[config.mk]
export PLATFORM = sky130hd
export DESIGN_NAME = ball_engine
export DESIGN_NICKNAME = d
export VERILOG_FILES = /design/src/rtl/ball_engine_pkg.sv /design/src/rtl/ball_engine_box_overlap.sv /design/src/rtl/ball_engine.sv
export SDC_FILE = /design/constraint.sdc
export NUM_CORES = 1
export LEC_CHECK = 0
export CAP_MARGIN = 5
export CORE_UTILIZATION = 60
export CTS_BUF_LIST = sky130_fd_sc_hd__clkbuf_8 sky130_fd_sc_hd__clkbuf_16
export CTS_CLUSTER_SIZE = 8
export DETAILED_ROUTE_END_ITERATION = 10
export MAX_ROUTING_LAYER = met4
export PLACE_DENSITY = 0.94
export SYNTH_ARGS = -nofsm -noshare
export SYNTH_HDL_FRONTEND = slang
export SYNTH_SLANG_ARGS = --single-unit
[constraint.sdc]
create_clock -name CLK_25MH -period 9.3 [get_ports CLK_25MH]
set_clock_uncertainty 0.15 [all_clocks]
set_input_delay 1.395 -clock CLK_25MH [delete_from_list [all_inputs] [get_ports CLK_25MH]]
set_output_delay 1.395 -clock CLK_25MH [all_outputs]
set_load 0.03 [all_outputs]
[src/rtl/ball_engine_pkg.sv]
// Geometry constants, coordinate type and FSM encodings shared by the ball engine files.
package ball_engine_pkg;

    typedef logic signed [11:0] coord_t;

    localparam coord_t BALL_SIZE = 12'sd7;
    localparam coord_t SPEED     = 12'sd2;
    localparam coord_t PADDLE_Y  = 12'sd440;
    localparam coord_t PADDLE_H  = 12'sd10;
    localparam coord_t PADDLE_W  = 12'sd100;
    localparam coord_t BLK_SPC_X = 12'sd40;
    localparam coord_t BLK_W     = 12'sd80;
    localparam coord_t BLK_H     = 12'sd30;
    localparam coord_t ROW0_Y    = 12'sd40;
    localparam coord_t ROW1_Y    = 12'sd90;
    localparam coord_t START_X   = 12'sd316;
    localparam coord_t START_Y   = 12'sd300;
    localparam coord_t X_LIMIT   = 12'sd639;
    localparam coord_t Y_LIMIT   = 12'sd479;

    localparam logic [9:0] TICK_H = 10'd640;
    localparam logic [9:0] TICK_V = 10'd480;

    localparam int unsigned NUM_BLOCKS = 10;
    localparam logic [1:0]  HITS_DEAD  = 2'b11;

    localparam logic [2:0] StIdle  = 3'd0;
    localparam logic [2:0] StMove  = 3'd1;
    localparam logic [2:0] StScan  = 3'd2;
    localparam logic [2:0] StWrite = 3'd3;
    localparam logic [2:0] StWait  = 3'd4;
    localparam logic [2:0] StOver  = 3'd5;

    // Blocks 0..4 form the top row, 5..9 the second row, same columns.
    function automatic coord_t block_x(input logic [3:0] idx);
        logic [3:0] col;
        col = (idx >= 4'd5) ? idx - 4'd5 : idx;
        return BLK_SPC_X + (BLK_SPC_X + BLK_W) * coord_t'({8'd0, col});
    endfunction

    function automatic coord_t block_y(input logic [3:0] idx);
        return (idx >= 4'd5) ? ROW1_Y : ROW0_Y;
    endfunction

endpackage

[src/rtl/ball_engine_box_overlap.sv]
// Combinational inclusive axis-aligned box overlap test (box a against box b).
module ball_engine_box_overlap
    import ball_engine_pkg::*;
(
    input  coord_t a_x0,
    input  coord_t a_x1,
    input  coord_t a_y0,
    input  coord_t a_y1,
    input  coord_t b_x0,
    input  coord_t b_x1,
    input  coord_t b_y0,
    input  coord_t b_y1,
    output logic   hit
);

    assign hit = (a_x1 >= b_x0) && (a_x0 <= b_x1) && (a_y1 >= b_y0) && (a_y0 <= b_y1);

endmodule

[src/rtl/ball_engine.sv]
// Per-frame ball motion, wall/paddle/block bounces, block-damage writes, lives and game end.
module ball_engine
    import ball_engine_pkg::*;
(
    input  logic       CLK_25MH,
    input  logic       reset,
    input  logic [9:0] hor_count,
    input  logic [9:0] ver_count,
    input  logic [9:0] paddle_pos,
    input  logic       launch,
    output logic [9:0] ball_x,
    output logic [9:0] ball_y,
    output logic       active_write_enable,
    output logic [5:0] active_position,
    output logic [1:0] active_data,
    output logic [1:0] lives,
    output logic       game_over,
    output logic       cleared
);

    logic [2:0] state_q;
    coord_t     x_q, y_q, dx_q, dy_q;
    logic [1:0] lives_q;
    logic [1:0] hits_q [NUM_BLOCKS];
    logic [3:0] idx_q;
    logic [5:0] pos_q;
    logic [1:0] data_q;

    logic   frame_tick, paddle_hit, block_hit, mv_lost, all_dead;
    coord_t nx, ny, pad_x, blk_x, blk_y;
    coord_t mv_x, mv_y, mv_dx, mv_dy;

    assign frame_tick = (hor_count == TICK_H) && (ver_count == TICK_V);
    assign nx    = x_q + dx_q;
    assign ny    = y_q + dy_q;
    assign pad_x = coord_t'({2'b00, paddle_pos});
    assign blk_x = block_x(idx_q);
    assign blk_y = block_y(idx_q);

    // Paddle contact: ball bottom row inside the paddle band, strictly within the paddle span.
    ball_engine_box_overlap u_paddle (
        .a_x0 (nx),
        .a_x1 (nx + BALL_SIZE),
        .a_y0 (ny + BALL_SIZE),
        .a_y1 (ny + BALL_SIZE),
        .b_x0 (pad_x + 12'sd1),
        .b_x1 (pad_x + PADDLE_W - 12'sd1),
        .b_y0 (PADDLE_Y),
        .b_y1 (PADDLE_Y + PADDLE_H - 12'sd1),
        .hit  (paddle_hit)
    );

    ball_engine_box_overlap u_block (
        .a_x0 (x_q),
        .a_x1 (x_q + BALL_SIZE),
        .a_y0 (y_q),
        .a_y1 (y_q + BALL_SIZE),
        .b_x0 (blk_x),
        .b_x1 (blk_x + BLK_W),
        .b_y0 (blk_y),
        .b_y1 (blk_y + BLK_H),
        .hit  (block_hit)
    );

    always_comb begin
        mv_x    = nx;
        mv_dx   = dx_q;
        mv_y    = ny;
        mv_dy   = dy_q;
        mv_lost = 1'b0;
        if (nx <= 12'sd0) begin
            mv_x  = '0;
            mv_dx = SPEED;
        end else if (nx + BALL_SIZE >= X_LIMIT) begin
            mv_x  = X_LIMIT - BALL_SIZE;
            mv_dx = -SPEED;
        end
        if (ny <= 12'sd0) begin
            mv_y  = '0;
            mv_dy = SPEED;
        end else if (dy_q > 12'sd0 && paddle_hit) begin
            mv_y  = PADDLE_Y - BALL_SIZE - 12'sd1;
            mv_dy = -SPEED;
        end else if (ny + BALL_SIZE >= Y_LIMIT) begin
            mv_lost = 1'b1;
        end
    end

    always_comb begin
        all_dead = 1'b1;
        for (int i = 0; i < int'(NUM_BLOCKS); i++) begin
            if (hits_q[i] != HITS_DEAD) all_dead = 1'b0;
        end
    end

    always_ff @(posedge CLK_25MH) begin
        if (reset) begin
            state_q <= StIdle;
            x_q     <= START_X;
            y_q     <= START_Y;
            dx_q    <= SPEED;
            dy_q    <= -SPEED;
            lives_q <= 2'd3;
            idx_q   <= '0;
            pos_q   <= '0;
            data_q  <= '0;
            for (int i = 0; i < int'(NUM_BLOCKS); i++) hits_q[i] <= '0;
        end else begin
            unique case (state_q)
                StIdle: begin
                    if (frame_tick && launch) begin
                        dx_q    <= SPEED;
                        dy_q    <= -SPEED;
                        state_q <= StMove;
                    end
                end
                StMove: begin
                    if (mv_lost) begin
                        lives_q <= lives_q - 2'd1;
                        x_q     <= START_X;
                        y_q     <= START_Y;
                        state_q <= (lives_q == 2'd1) ? StOver : StIdle;
                    end else begin
                        x_q     <= mv_x;
                        y_q     <= mv_y;
                        dx_q    <= mv_dx;
                        dy_q    <= mv_dy;
                        idx_q   <= '0;
                        state_q <= StScan;
                    end
                end
                StScan: begin
                    // First live block that overlaps ends the scan.
                    if (hits_q[idx_q] != HITS_DEAD && block_hit) begin
                        pos_q   <= {2'b00, idx_q};
                        data_q  <= hits_q[idx_q] + 2'd1;
                        state_q <= StWrite;
                    end else if (idx_q == 4'(NUM_BLOCKS - 1)) begin
                        state_q <= StWait;
                    end else begin
                        idx_q <= idx_q + 4'd1;
                    end
                end
                StWrite: begin
                    hits_q[idx_q] <= hits_q[idx_q] + 2'd1;
                    dy_q          <= -dy_q;
                    state_q       <= StWait;
                end
                StWait: begin
                    if (all_dead) state_q <= StOver;
                    else if (frame_tick) state_q <= StMove;
                end
                StOver: ;
                default: state_q <= StIdle;
            endcase
        end
    end

    assign ball_x              = x_q[9:0];
    assign ball_y              = y_q[9:0];
    assign active_write_enable = (state_q == StWrite);
    assign active_position     = pos_q;
    assign active_data         = data_q;
    assign lives               = lives_q;
    assign game_over           = (state_q == StOver);
    assign cleared             = all_dead;

endmodule
# ---- Word-level counts from Yosys, hierarchy flattened
# Memory sizes are Yosys's and may differ from the RTL's. A register that Yosys moved wholly into a read port is not among the register bits.
# Cells that the tools add are included.
dict set report classes {
  bitwise 1
  n_reduce_logical 21
  muxes 53
  order_cmp 14
  n_addsub 17
  n_mul 1
  eq_ne 28
}
# operator n
set op_table {}
lappend op_table {{12-bit two-way mux} 14}
lappend op_table {{12-bit by 4-bit adder with 12-bit output (second input constant)} 4}
lappend op_table {{12-bit one-hot mux with 3 select lines} 1}
lappend op_table {{2-bit != test (second input constant)} 15}
lappend op_table {{4-bit two-way mux} 7}
lappend op_table {{12-bit adder} 2}
lappend op_table {{12-bit by 10-bit >= comparator with 1-bit output (second input constant)} 2}
lappend op_table {{12-bit >= comparator} 2}
lappend op_table {{12-bit by 1-bit less-or-equal comparator with 1-bit output (second input constant)} 2}
lappend op_table {{12-bit less-or-equal comparator} 2}
lappend op_table {{12-bit one-hot mux with 2 select lines} 1}
lappend op_table {{3-bit two-way mux} 7}
lappend op_table {{1-bit two-way mux} 19}
lappend op_table {{3-bit one-hot mux with 6 select lines} 1}
lappend op_table {{4-bit AND reduction} 4}
lappend op_table {{12-bit by 8-bit adder with 12-bit output (second input constant)} 1}
lappend op_table {{6-bit by 11-bit adder with 12-bit output (first input constant)} 1}
lappend op_table {{12-bit by 11-bit >= comparator with 1-bit output (second input constant)} 1}
lappend op_table {{12-bit by 8-bit >= comparator with 1-bit output} 1}
lappend op_table {{12-bit by 1-bit greater-than comparator with 1-bit output (second input constant)} 1}
lappend op_table {{12-bit by 10-bit less-or-equal comparator with 1-bit output (second input constant)} 1}
lappend op_table {{12-bit by 9-bit less-or-equal comparator with 1-bit output} 1}
lappend op_table {{3-bit != test (second input constant)} 4}
lappend op_table {{12-bit negator} 1}
lappend op_table {{27 further kinds} 40}
dict set report totals {
  ramBits 20
  out_inout_bits 33
  mem_count 1
  reg_bits 63
}
# name words width read_ports rd_ports_with_merged_regs wr line
set mem_list {}
lappend mem_list {hits_q 10 2 11 1 10 ball_engine.sv:24} ;# logic [1:0] hits_q [NUM_BLOCKS];

# ---- Longest topological paths before layout
dict set report depth {
  word_depth 14
  mapped_depth 31
}

# ---- Modules after synthesis
# A second synthesis with hierarchy kept.
dict set report unflattened {
  cells_unflattened 1194
  hier_area_um2 9704.3
}
# module cells_per_inst area_each_um2 n_inst seq_area_each_um2
set modules_own_cells {}
lappend modules_own_cells {ball_engine 862 7272.0 1 2062.0}
lappend modules_own_cells {ball_engine_box_overlap 166 1216.2 2 0.0}

# ---- Least setup slack after synthesis
# Ideal clock, no wire load.
dict set report synth_path {
  path_type {register -> register}
  start {reg idx_q[0]}
  end {reg state_q[0]}
  n_path_buf 2
  path_stages_with_launch 30
  arrival_time_ns 6.681
  path_slack_ns 2.374
  synth_period_minus_slack_ns 6.926
  required_ns 9.055
  cell_sequence {dfxtp_1 clkbuf_1 inv_1 ha_1 nand2b_1 a21oi_1 mux2_2 inv_1 fa_1 inv_1 fa_1 inv_1 ha_1 a21o_1 a21oi_1 xor2_1 nand3_1 xor2_1 o41a_1 ha_1 nor2_1 or3_1 a21o_1 o22ai_1 a31oi_1 nor4b_1 clkbuf_1 nand2b_1 a21o_1 a221oi_1}
}
dict set report synth_between {
  elab_chain_cells 12
}
# element line
set synth_lines {}
lappend synth_lines {{start: declaration} ball_engine.sv:25} ;# logic [3:0] idx_q;
lappend synth_lines {{start signal: assignment} ball_engine.sv:141} ;# idx_q <= idx_q + 4'd1;
lappend synth_lines {{4-bit by 3-bit subtractor with 4-bit output / 4-bit by 3-bit >= comparator with 1-bit output (equally long branches)} {ball_engine_pkg.sv:37, ball_engine_pkg.sv:42}}
lappend synth_lines {{4-bit two-way mux} ball_engine_pkg.sv:37} ;# col = (idx >= 4'd5) ? idx - 4'd5 : idx;
lappend synth_lines {{4-bit by 4-bit multiplier with 8-bit output} ball_engine_pkg.sv:38} ;# return BLK_SPC_X + (BLK_SPC_X + BLK_W) * coord_t'({8'd0, col});
lappend synth_lines {{6-bit by 11-bit adder with 12-bit output} ball_engine_pkg.sv:38}
lappend synth_lines {{12-bit by 8-bit adder with 12-bit output} ball_engine.sv:59} ;# .b_x1 (blk_x + BLK_W),
lappend synth_lines {{12-bit less-or-equal comparator} ball_engine_box_overlap.sv:16} ;# assign hit = (a_x1 >= b_x0) && (a_x0 <= b_x1) && (a_y1 >= b_y0) && (a_y0 <= b_y1);
lappend synth_lines {{1-bit logical AND (3 in a row)} ball_engine_box_overlap.sv:16}
lappend synth_lines {{1-bit logical AND} ball_engine.sv:134} ;# if (hits_q[idx_q] != HITS_DEAD && block_hit) begin
lappend synth_lines {{3-bit two-way mux / 3-bit != test (equally long branches)} --}
lappend synth_lines {{3-bit one-hot mux with 6 select lines / 4-bit AND reduction (equally long branches)} --}
lappend synth_lines {{end signal: assignment} ball_engine.sv:114} ;# state_q <= StMove;
lappend synth_lines {{end signal: assignment} ball_engine.sv:137} ;# state_q <= StWrite;
lappend synth_lines {{end signal: assignment} ball_engine.sv:139} ;# state_q <= StWait;
lappend synth_lines {{end: declaration} ball_engine.sv:21} ;# logic [2:0] state_q;
# Parallel ways exist; a longest one is shown, timed or not.
# A chain may end at the register's enable or synchronous reset.

==> impl_results.md <==
* Status: completed
* Largest net degree at the start of global routing at 30
* # resized after CTS at 0
* Leak at about 3.7 nW
* First-iteration detailed-routing DRC count at 810
* Max-slew headroom at 0.306
* Post-synthesis register bit count at 87
* Final Cycle Share at 0.836
* Synth area leaders: ha_1 14%, dfxtp_1 13%, edfxtp_1 12%
* Final Setup Violations at 0
* M3 GR Usage at 0.0489
* Total routed wirelength at 21700 µm
* VDD IR max at 0.0000782 V
* Layout cells sized above 1 at 0.0570
* Total congestion overflow at 0
* Clk network pwr share at 0.323
* Seq/Total Area, Yosys at 0.249
* Most used routing layer: met2
* Root Buffer: clkbuf_16
* Area Growth Syn to Fin at 10.5%
* Setup TNS at 0 ps
* CP required at 9400 ps
* Min Tclk post-route at 7770 ps
* Worst R2R Path Depth at 28
* Final Non-Filler Cells at approximately 1200
* Hold_ws at 318 ps
* CTS buffer count at 9
* Critical path startpoint category: flop
* Count of final max-slew check failures at 0
* # port buffers at 62
* Via/cell ratio at 6.54
* Mapped Cells at 991
* CORE AREA at 0.0133 mm²
* Post-synthesis cell area at just over 0.008 mm²
* Vias in the first global route at 7284
* Total number of vias at roughly 7800
* Wire length per cell at 18.2 µm
* Crit Path Category: reg -> reg
* Sequential share of power at 0.383
* CP dominant cell by count: inv_1
* Fmax at about 0.13 GHz
* Longest Clk Path Bufs at 2
* Fin. Hold Viols at 0
* CTS Hold Bufs at 0
* Worst endpoint data arrival time at 7870 ps
* I/O pin count at 66
* Main synth FF type: dfxtp_1
* Top cell type by total area after synthesis: ha_1
* GR Layer Usage met1 at 0.388
* Drt drc at 0
* Unrepaired setup endpoints after global routing: no
* Die X-Extent at around 120 µm
* Max-Cap Viols at 0
* Global placer's final weighted congestion at 0.913
* Tightest Pin Transition at 1040 ps
* Wire length of the first global-routing pass at 35700 µm
* Clk_lat worst skew at between 300 and 400 ps
* CP Max Fanout at 13
* Fillers at 996
* CTS tree: yes
* Setup ws final at around 1500 ps
* Met2 usage at 0.531
* Nets@finish at ~1100
* Post-synth EDFFs at 32
* Crit path capture type: flop
* Synth warnings at 0
* P per Cell Area at 122 mW/mm²
* # clock sinks at 87
* FP Rows at 42
* Yosys cell types at 83
* Worst path slowest cell: a21oi_1
* Antenna cells at 0
* Detailed Routing Iterations Pass 1 at 7
* Net Sw Power at 0.000384 W
* Comb power frac at 0.294
* Die Y at approximately 120 µm
* Internal power at 0.000732 W
* Worst-path clk slew at about 70 ps
* Initial antenna violation count at 0
* Syn avg cell area at approximately 8.3 µm²
* Place WS at 1830 ps
* Post-DRT Antenna Nets at 0
* HP Class: reg -> reg
* Top cell type's share of synthesized area at 0.138
* Initial Util at 0.619
* Die ar. at approximately 0.014 mm²
* Htree depth at 3
* Switching Share at 0.344
* Slowest stage delay, CP at 600 ps
* Hold depth at 2
* Ys async rst share at 0
* DP HPWL at around 16000 µm
* Dpl cells at ~1200
* Post-CTS Setup Inserts at 0
* Tot GR Track Use at 0.318
## worst max-delay path, delay by kind of cell (launching register included)
kind	cells	cell delay (ps)
compound gates	10	2440
xor+xnor	2	530
simple gates	5	1030
flops	1	590
buf+inv	5	680
mux	1	370
fa+ha+maj	5	1890
## path summary, 6_finish.rpt
check | end | start | slack (ps)
max reg2reg | flop | idx_q[1]$_SDFFE_PP0N_ | 1530
max | flop | idx_q[1]$_SDFFE_PP0N_ | 1530
min reg2reg | active_position[0]$_SDFFE_PP0P_ | active_position[0]$_SDFFE_PP0P_ | 320
min | active_position[0]$_SDFFE_PP0P_ | active_position[0]$_SDFFE_PP0P_ | 320
## per-stage QoR
stage | total power, W | utilization | instance area (µm²)
after detailed placement | 0.000754 | 0.661 | 8830
after global routing | 0.00117 | 0.684 | 9130
final | 0.00112 | 0.684 | 9130
after CTS | 0.00111 | 0.684 | 9130
after floorplan | 0.000676 | - | 8280
after global placement | 0.000746 | 0.661 | 8830
## cells in the mapped netlist (7+ instances only)
cell / number
a211o_1: 7
a211oi_1: 7
a21o_1: 15
a21oi_1: 53
a221o_1: 9
and2_1: 9
and3_1: 14
buf_4: 23
clkbuf_1: 31
dfxtp_1: 55
edfxtp_1: 32
ha_1: 91
inv_1: 56
mux4_2: 10
nand2_1: 88
nand2b_1: 12
nand3_1: 44
nand4_1: 19
nor2_1: 84
nor2b_1: 12
nor3_1: 31
nor4_1: 10
o211ai_1: 16
o21a_1: 10
o21ai_0: 44
o31ai_1: 11
or3_1: 15
or4_1: 9
xnor2_1: 32
xor2_1: 26
## routing by layer
metal | vias up | share of wire
met4 | 0 | 0.030
met5 | - | 0
met2 | 390 | 0.48
met3 | 73 | 0.079
met1 | 3639 | 0.41
li1 | 3697 | -
## kinds of logic (layout without fill, tap and decap cells)
group | after synthesis | in the layout | share of synthesized area
AO/OA/AOI/OAI | 238 | 238 | 0.202
XOR/XNOR | 58 | 58 | 0.0614
adder cells (fa/ha/maj) | 98 | 98 | 0.153
buffers and inverters | 114 | 138 | 0.0634
flip-flops | 87 | 87 | 0.249
multiplexers | 21 | 21 | 0.0416
other | 1 | 3 | 0.000454
AND/OR/NAND/NOR | 374 | 374 | 0.228
## layout by cell type, fill, tap and decap left out, drive strengths merged, types with 16 or more instances in the layout
master         count
dfxtp             55
edfxtp            32
o21ai             51
xor2              26
nand3             44
xnor2             32
nand2             88
nor3              31
clkdlybuf4s50     62
a21oi             53
ha                91
nand4             19
inv               58
nor2              84
o211ai            16
## power groups by stage
stage | combinational, W | sequential, W | clock [W]
6_report | 0.000328 | 0.000428 | 0.000360
5_1_grt | 0.000361 | 0.000430 | 0.000377
4_1_cts | 0.000323 | 0.000428 | 0.000360
3_5_place_dp | 0.000318 | 0.000436 | 0
3_3_place_gp | 0.000311 | 0.000435 | 0
2_1_floorplan | 0.000252 | 0.000424 | 0
## registers in the layout (all words and copies together), names as in the netlist, named ones only
register         cells
dx_q                 1
state_q              3
dy_q                12
x_q                 11
y_q                 12
active_data          2
active_position      4
idx_q                4
hits_q              32
lives                2
## cell type report
class	instances	area, µm²	area share
Inverter	57	214	0.0234
Tap cell	176	220	0.0241
Clock buffer	9	225	0.0247
Multi-Input combinational cell	792	5690	0.623
Clock inverter	7	80.1	0.00877
Timing Repair Buffer	65	643	0.0704
Sequential cell	87	2060	0.226
Power figures use the tool's default switching activity.
